$ cat src/rtl/uart_reg_pkg.sv
// Shared types and widths for the UART register bridge.
// Optional feature macro: UART_REG_TIMEOUT_EN (inter-byte timeout while waiting for write data).
package uart_reg_pkg;

  localparam int CMD_WR_BIT = 7;
  localparam int ADDR_W     = 7;
  localparam int DATA_W     = 8;

  typedef enum logic [2:0] {
    IDLE,
    WR_GUARD,
    WR_DATA,
    WR_ISSUE,
    RD_ISSUE,
    RD_CAPTURE,
    SEND,
    GUARD
  } state_e;

endpackage

$ cat src/rtl/uart_cmd_timeout.sv
// Cycle counter that clears while clr is high, counts enabled cycles and flags
// expiry at LIMIT-1; used by the bridge only when UART_REG_TIMEOUT_EN is defined.
module uart_cmd_timeout #(
  parameter int LIMIT = 1000
) (
  input  logic clk,
  input  logic reset,
  input  logic clr,
  input  logic en,
  output logic expired
);

  localparam int CNT_W = (LIMIT > 1) ? $clog2(LIMIT) : 1;

  logic [CNT_W-1:0] cnt_q, cnt_d;

  assign expired = (cnt_q == CNT_W'(LIMIT - 1));

  always_comb begin
    cnt_d = cnt_q;
    if (clr) begin
      cnt_d = '0;
    end else if (en && !expired) begin
      cnt_d = cnt_q + CNT_W'(1);
    end
  end

  always_ff @(posedge clk or posedge reset) begin
    if (reset) begin
      cnt_q <= '0;
    end else begin
      cnt_q <= cnt_d;
    end
  end

endmodule

$ cat src/rtl/uart_reg_bridge.sv
// Byte-command parser between the buart receiver/transmitter and a register bus.
// Define UART_REG_TIMEOUT_EN to abandon a write whose data byte never arrives.
module uart_reg_bridge
  import uart_reg_pkg::*;
#(
  parameter int CLK_FREQUENCY = 60_000_000,
  parameter int TIMEOUT_MS    = 100
) (
  input  logic              clk,
  input  logic              reset,
  input  logic              rx_valid,
  input  logic [DATA_W-1:0] rx_data,
  output logic              uart_rd,
  input  logic              tx_busy,
  output logic [DATA_W-1:0] tx_data,
  output logic              uart_wr,
  output logic [ADDR_W-1:0] reg_addr,
  output logic [DATA_W-1:0] reg_wr_data,
  output logic              reg_wr,
  output logic              reg_rd,
  input  logic [DATA_W-1:0] reg_rd_data
);

  localparam int TIMEOUT_CYCLES = CLK_FREQUENCY / 1000 * TIMEOUT_MS;

  state_e            state_q, state_d;
  logic              uart_rd_q, uart_rd_d;
  logic              uart_wr_q, uart_wr_d;
  logic              reg_wr_q, reg_wr_d;
  logic              reg_rd_q, reg_rd_d;
  logic [ADDR_W-1:0] reg_addr_q, reg_addr_d;
  logic [DATA_W-1:0] reg_wr_data_q, reg_wr_data_d;
  logic [DATA_W-1:0] tx_data_q, tx_data_d;
  logic              timeout_expired;

`ifdef UART_REG_TIMEOUT_EN
  // Counter sits cleared outside WR_DATA, so every entry starts from zero.
  uart_cmd_timeout #(
    .LIMIT(TIMEOUT_CYCLES)
  ) u_timeout (
    .clk    (clk),
    .reset  (reset),
    .clr    (state_q != WR_DATA),
    .en     ((state_q == WR_DATA) && !rx_valid),
    .expired(timeout_expired)
  );
`else
  logic unused_timeout_cfg;
  assign unused_timeout_cfg = ^TIMEOUT_CYCLES;
  assign timeout_expired    = 1'b0;
`endif

  // NOTE: every always_comb output gets a default first so no path infers a latch.
  always_comb begin
    state_d       = state_q;
    uart_rd_d     = 1'b0;
    uart_wr_d     = 1'b0;
    reg_wr_d      = 1'b0;
    reg_rd_d      = 1'b0;
    reg_addr_d    = reg_addr_q;
    reg_wr_data_d = reg_wr_data_q;
    tx_data_d     = tx_data_q;
    unique case (state_q)
      IDLE: begin
        if (rx_valid) begin
          uart_rd_d  = 1'b1;
          reg_addr_d = rx_data[ADDR_W-1:0];
          state_d    = rx_data[CMD_WR_BIT] ? WR_GUARD : RD_ISSUE;
        end
      end
      // buart still shows the consumed command byte for one more cycle.
      WR_GUARD: state_d = WR_DATA;
      WR_DATA: begin
        if (rx_valid) begin
          uart_rd_d     = 1'b1;
          reg_wr_data_d = rx_data;
          state_d       = WR_ISSUE;
        end else if (timeout_expired) begin
          state_d = IDLE;
        end
      end
      WR_ISSUE: begin
        reg_wr_d = 1'b1;
        state_d  = GUARD;
      end
      RD_ISSUE: begin
        reg_rd_d = 1'b1;
        state_d  = RD_CAPTURE;
      end
      RD_CAPTURE: begin
        tx_data_d = reg_rd_data;
        state_d   = SEND;
      end
      SEND: begin
        if (!tx_busy) begin
          uart_wr_d = 1'b1;
          state_d   = GUARD;
        end
      end
      GUARD:   state_d = IDLE;
      default: state_d = IDLE;
    endcase
  end

  // NOTE: state uses non-blocking assignments so all flops update from pre-edge values.
  always_ff @(posedge clk or posedge reset) begin
    if (reset) begin
      state_q       <= IDLE;
      uart_rd_q     <= 1'b0;
      uart_wr_q     <= 1'b0;
      reg_wr_q      <= 1'b0;
      reg_rd_q      <= 1'b0;
      reg_addr_q    <= '0;
      reg_wr_data_q <= '0;
      tx_data_q     <= '0;
    end else begin
      state_q       <= state_d;
      uart_rd_q     <= uart_rd_d;
      uart_wr_q     <= uart_wr_d;
      reg_wr_q      <= reg_wr_d;
      reg_rd_q      <= reg_rd_d;
      reg_addr_q    <= reg_addr_d;
      reg_wr_data_q <= reg_wr_data_d;
      tx_data_q     <= tx_data_d;
    end
  end

  assign uart_rd     = uart_rd_q;
  assign uart_wr     = uart_wr_q;
  assign reg_wr      = reg_wr_q;
  assign reg_rd      = reg_rd_q;
  assign reg_addr    = reg_addr_q;
  assign reg_wr_data = reg_wr_data_q;
  assign tx_data     = tx_data_q;

endmodule

$ cat config.mk
export PLATFORM = sky130hd
export DESIGN_NAME = uart_reg_bridge
export DESIGN_NICKNAME = d
export VERILOG_FILES = /design/src/rtl/uart_reg_pkg.sv /design/src/rtl/uart_cmd_timeout.sv /design/src/rtl/uart_reg_bridge.sv
export SDC_FILE = /design/constraint.sdc
export NUM_CORES = 1
export LEC_CHECK = 0
export CAP_MARGIN = 20
export CORE_UTILIZATION = 26
export CTS_BUF_LIST = sky130_fd_sc_hd__clkbuf_4
export DETAILED_ROUTE_END_ITERATION = 8
export GPL_TIMING_DRIVEN = 0
export SKIP_CTS_REPAIR_TIMING = 1
export SYNTH_ARGS = -nofsm -noshare
export SYNTH_HDL_FRONTEND = slang
export SYNTH_SLANG_ARGS = --single-unit
$ cat constraint.sdc
create_clock -name clk -period 1.4 [get_ports clk]
set_input_delay 0.28 -clock clk [delete_from_list [all_inputs] [get_ports clk]]
set_output_delay 0.28 -clock clk [all_outputs]
set_load 0.01 [all_outputs]
==> impl_metrics.env, run 1 <==
export IMPL_fmax_mhz=706
export IMPL_async_flop_share_pct=100
export IMPL_nets=153
export IMPL_synth_area_top_cells="dfrtp_1 (64%), mux2_2 (22%), nor4b_4 (2.0%)"
export IMPL_critPathArrivalTime_ns=1.61
export IMPL_critPathLaunchType="flop"
export IMPL_overflow=0
export IMPL_initial_utilization_pct=27.1
export IMPL_antenna_left=0
export IMPL_grt_max_degree=18
export IMPL_synth_top_area_share_pct=63.6
export IMPL_required_ns=1.60
export IMPL_synthFlopType="dfrtp_1"
export IMPL_drt_total_wl_um=2510
export IMPL_synth_seq_area_share_pct=63.6
export IMPL_netlist_area_um2=1180
export IMPL_violations="negative setup slack"
export IMPL_worstPathCellList="buf_6 > nor4b_4 > buf_6 > mux2_4"
export IMPL_post_dp_hpwl_um=1720
export IMPL_core_um2=4350
export IMPL_crit_path_max_incr_delay_ns=0.39
export IMPL_status="finished, violations left"
export IMPL_dpl_cell_count=175
export IMPL_drive_above_1_share_pct=30.6
export IMPL_rsz0062_at_grt="yes"
export IMPL_met2_length_um=1290
export IMPL_cpMaxStageDelayCell="dfrtp_1"
export IMPL_drtIter0Drc=21
export IMPL_syn2layout_area_growth_pct=62.6
export IMPL_syn_avg_cell_area_um2=15.5
export IMPL_antenna_found_initial=0
export IMPL_slew_headroom_pct=57.6
export IMPL_via_per_inst=4.42
export IMPL_numCtsBuffers=5
export IMPL_design_portCount=47
export IMPL_whs_ns=0.331
export IMPL_clkPwrFrac_pct=12.6
export IMPL_multi_input_area_um2=435
export IMPL_grt_pass1_wl_um=4000
export IMPL_r2r_setup_slack_ns=-0.02
export IMPL_crit_type="reg2reg"
export IMPL_min_path_type="in2async"
export IMPL_die_x_um=69.4
export IMPL_clk_pin_slew_ns=0.10
export IMPL_hold_viol=0
export IMPL_drc=0
export IMPL_synth_area_leader_cell="dfrtp_1"
export IMPL_insertedDiodeCount=0
export IMPL_p_leak_uw=0.00110
export IMPL_tightest_slew_ns=0.635
export IMPL_layout_setup_ws_ns=-0.0167
export IMPL_end_kind="flop"
export IMPL_ys_seq_elements=30
export IMPL_track_usage_pct=10.9
export IMPL_highest_layer="met4"
export IMPL_ys_warn_count=0
export IMPL_dp_slack_ns=-0.484
export IMPL_p_int_uw=2660
export IMPL_design_area_um2=1920
export IMPL_gp_congestion=0.653
export IMPL_cp_top_family="flip-flops"
export IMPL_fin_util_pct=44.1
export IMPL_cts_buffer_depth=2
export IMPL_drv_cap=0
export IMPL_first_global_vias=857
export IMPL_peakVddDrop_v=0.000878
export IMPL_final_cell_count_no_fill=186
export IMPL_period_minus_slack_ns=1.42
export IMPL_met3WireLength_um=207
export IMPL_slew_violations=0
export IMPL_root_buffer="clkbuf_4"
export IMPL_h_tree_depth=2
export IMPL_n_fill_cell=405
export IMPL_synthCells=76
export IMPL_crit_top_cell="buf_6"
export IMPL_wl_per_cell_um=13.5
export IMPL_cp_num_buf_inv=2
export IMPL_dieArea_um2=4810
export IMPL_clock_latency_ns=0.32
export IMPL_yosysMostFrequentCell="dfrtp_1"
export IMPL_wl_met1_um=997
export IMPL_post_dp_cell_area_um2=1730
export IMPL_clock_sinks=30
export IMPL_die_h_um=69.4
export IMPL_skew_ns=0.0151
export IMPL_path_max_fanout=7
export IMPL_port_buffers=46
export IMPL_power_switching_uw=1200
export IMPL_ys_top_cells_by_count="dfrtp_1 (30), mux2_2 (23), nor2_1 (4)"
export IMPL_syn_nets=96
export IMPL_setup_viol=7
export IMPL_p_sw_share_pct=31.0
export IMPL_power_density_nw_per_um2=2010
export IMPL_p_comb_share_pct=48.6
export IMPL_p_seq_share_pct=38.9
export IMPL_synth_edff_count=0
export IMPL_register_area_um2=751
export IMPL_rows=24
export IMPL_timing_final_crit_share_pct=101
export IMPL_synth_cell_types=19
export IMPL_firstDrtPassIters=3
export IMPL_cts_tree="done"
export IMPL_vias=823
[placed cells by master (no fill, tap or decap), types with 2 or more instances in the layout]
cell type,netlist,layout
clkbuf_4,0,6
buf_6,1,2
clkdlybuf4s50_1,0,19
nor2_1,4,4
buf_4,0,3
mux2_4,0,7
mux2_2,23,16
dfrtp_1,30,30
a21oi_1,2,2
o22a_1,2,2
dlymetal6s2s_1,0,27
[stage by stage]
stage	TNS, ns	power (uW)
finish	-0.0572	3850
global route	-0.695	4130
CTS	-4.34	3870
detailed placement	-6.26	3360
global placement	-13.47	3290
floorplan	0	2400
[metal layers]
layer / up-vias / track usage (%)
met3: 3 / 4.94
met5: - / 0
li1: 383 / -
met2: 34 / 17.7
met4: 0 / 4.76
met1: 403 / 12.4
[logic make-up (layout without fill, tap and decap cells)]
group,count (synthesis),after routing,synth area share [%]
buffers and inverters,5,63,2.44
and+or+nand+nor,13,13,8.91
DFF,30,30,63.6
muxes,23,23,22.0
AOI/OAI and AO/OA,5,5,3.08
[state kept, by name, summed over array words and instances, names as in the netlist]
signal       flops
uart_wr          1
reg_addr         7
reg_wr           1
state_q          3
tx_data          8
reg_wr_data      8
uart_rd          1
reg_rd           1
[power by group through the flow]
stage          combinational, uW  sequential (uW)  clock [uW]
6_report                    1870             1500         484
4_1_cts                     1840             1510         516
3_5_place_dp                1840             1520           0
5_1_grt                     2020             1560         552
2_1_floorplan                719             1680           0
3_3_place_gp                1800             1490           0
[cell type report]
type	instances	area share (%)
flip-flops and latches	30	39.1
repair buffers	51	30.7
multi-input cells	41	22.7
well taps	52	3.39
clock buffers	6	2.35
plain buffers	3	1.04
clock inverters	2	0.457
inverters	1	0.196
[final timing paths]
| path | endpoint | startpoint | depth (start not counted) |
|---|---|---|---|
| worst max register to register | reg_addr[5] | state_q[2] | 4 |
| worst min register to register | tx_data[1] | tx_data[1] | 1 |
| min in group clk | tx_data[1] | tx_data[1] | 1 |
| worst min-delay path | state_q[1] | reset | 2 |
| worst max-delay path | reg_addr[5] | state_q[2] | 4 |
| max in group asynchronous | reg_addr[4] | reset | 3 |
Power figures use the tool's default switching activity.
==> run 2, diff against run 1 <==
- CTS_CLUSTER_DIAMETER: default -> 40
- RECOVER_POWER: default -> 25
==> run 2 against run 1 <==
The run still ends with negative setup slack left. Via count up 0.12%. Worst setup slack worse by 0.0033 ns. Total power decreased by 0.16%. Global-route usage is the same. Critical path depth stayed put. Sequential cell count did not move. Cell count did not move. Clock skew hardly changed. Design area fell by 1.2%. Largest cell class unchanged.
==> impl_metrics.env, run 2 (synthesis gave the netlist of run 1 again) <==
export IMPL_slew_violations=0
export IMPL_initial_utilization_pct=27.1
export IMPL_timing_final_crit_share_pct=101
export IMPL_critPathLaunchType="flop"
export IMPL_skew_ns=0.0151
export IMPL_final_common_cell="dfrtp_1"
export IMPL_required_ns=1.60
export IMPL_p_leak_uw=0.00109
export IMPL_critPathArrivalTime_ns=1.62
export IMPL_whs_ns=0.425
export IMPL_first_global_vias=857
export IMPL_drv_cap=0
export IMPL_n_fill_cell=408
export IMPL_crit_top_cell="buf_6"
export IMPL_drtIter0Drc=17
export IMPL_hold_viol=0
export IMPL_layout_setup_ws_ns=-0.0200
export IMPL_multi_input_area_um2=435
export IMPL_tightest_slew_ns=0.538
export IMPL_clock_sinks=30
export IMPL_cts_tree="done"
export IMPL_cp_top_family="flip-flops"
export IMPL_core_um2=4350
export IMPL_die_h_um=69.4
export IMPL_drc=0
export IMPL_port_buffers=46
export IMPL_peakVddDrop_v=0.000878
export IMPL_end_kind="flop"
export IMPL_numCtsBuffers=5
export IMPL_post_dp_hpwl_um=1720
export IMPL_cpMaxStageDelayCell="dfrtp_1"
export IMPL_design_portCount=47
export IMPL_die_x_um=69.4
export IMPL_overflow=0
export IMPL_setup_tns_ns=-0.0701
export IMPL_drt_total_wl_um=2520
export IMPL_period_minus_slack_ns=1.42
export IMPL_rsz0062_at_grt="yes"
export IMPL_cts_buffer_depth=2
export IMPL_h_tree_depth=2
export IMPL_gp_congestion=0.653
export IMPL_setup_viol=7
export IMPL_power_density_nw_per_um2=2030
export IMPL_worstPathCellList="buf_6 > nor4b_4 > buf_6 > mux2_4"
export IMPL_regToRegStartpoint="state_q[2]"
export IMPL_clock_latency_ns=0.32
export IMPL_violations="negative setup slack"
export IMPL_wl_per_cell_um=13.6
export IMPL_crit_type="reg2reg"
export IMPL_dieArea_um2=4810
export IMPL_critPathLaunch="state_q[2]"
export IMPL_track_usage_pct=10.9
export IMPL_register_area_um2=751
export IMPL_grt_pass1_wl_um=4000
export IMPL_insertedDiodeCount=0
export IMPL_clk_pin_slew_ns=0.10
export IMPL_rows=24
export IMPL_slew_headroom_pct=64.1
export IMPL_crit_path_max_incr_delay_ns=0.39
export IMPL_antenna_left=0
export IMPL_antenna_found_initial=0
export IMPL_min_path_type="in2async"
export IMPL_status="finished, violations left"
export IMPL_syn2layout_area_growth_pct=60.7
export IMPL_path_max_fanout=7
export IMPL_via_per_inst=4.43
export IMPL_nets=153
export IMPL_drive_above_1_share_pct=30.6
export IMPL_final_cell_mix="dfrtp_1 (30), dlymetal6s2s_1 (27), clkdlybuf4s50_1 (18), mux2_2 (16), mux2_4 (7)"
export IMPL_vias=824
export IMPL_grt_max_degree=18
export IMPL_root_buffer="clkbuf_4"
export IMPL_cp_num_buf_inv=2
export IMPL_firstDrtPassIters=3
export IMPL_fmax_mhz=704
## run 2: cell types whose count changed in the layout (fill, tap and decap cells not counted), sizes merged
| cell | delta |
|---|---|
| clkdlybuf4s50 | -1 |
| clkbuf | +1 |
| dlygate4sd3 | +1 |
| buf | -1 |
## run 2: final cells by class
class	count	area share [%]
Clock inverter	2	0.462
Clock buffer	6	2.38
Inverter	1	0.198
Buffer	3	1.06
Multi-Input combinational cell	41	23.0
Tap cell	52	3.43
Sequential cell	30	39.6
Timing Repair Buffer	51	29.9
## run 2: metrics by stage
| step | util [%] | cell area, um^2 | total power (uW) | instances | setup WS [ns] |
|---|---|---|---|---|---|
| global route | 43.5 | 1900 | 4120 | 186 | -0.0584 |
| global placement | 39.2 | 1710 | 3290 | 174 | -0.464 |
| detailed placement | 39.8 | 1730 | 3360 | 175 | -0.484 |
| CTS | 41.0 | 1790 | 3870 | 183 | -0.181 |
| finish | 43.5 | 1900 | 3850 | 186 | -0.0200 |
| floorplan | - | 1180 | 2400 | 76 | 0.0327 |
## run 2: routing by layer
layer,wire length [um],part of all wire (%),track usage [%]
met3,207,8.2,4.94
met2,1280,51,17.7
met4,21,0.83,4.76
met1,1010,40,12.4
met5,0,0,0
## run 2: worst register-to-register path, cell delays in order, from the launching register on
cell     delay, ns
dfrtp_1       0.39
buf_6         0.13
nor4b_4       0.27
buf_6         0.19
mux2_4        0.31
## run 2: where the power goes
part | leakage [uW] | internal, uW | switching, uW | total (uW)
sequential | 0.000362 | 1280 | 215 | 1500
combinational | 0.000694 | 1160 | 703 | 1860
clock | 0.0000331 | 208 | 279 | 487
total | 0.00109 | 2650 | 1200 | 3850
## run 2: final timing paths
path                                to  slack, ns  cells after the start
min in group clk            tx_data[1]       0.51                      1
hold reg to reg             tx_data[1]       0.51                      1
max in group asynchronous  reg_addr[4]       0.15                      3
setup / recovery           reg_addr[5]      -0.02                      4
setup reg to reg           reg_addr[5]      -0.02                      4
hold / removal              state_q[1]       0.43                      2
==> run 3, diff against run 2 <==
- SLEW_MARGIN: default -> 10
==> results of run 3 <==
No change in the layout: final DEF, timing and power equal those of run 2.
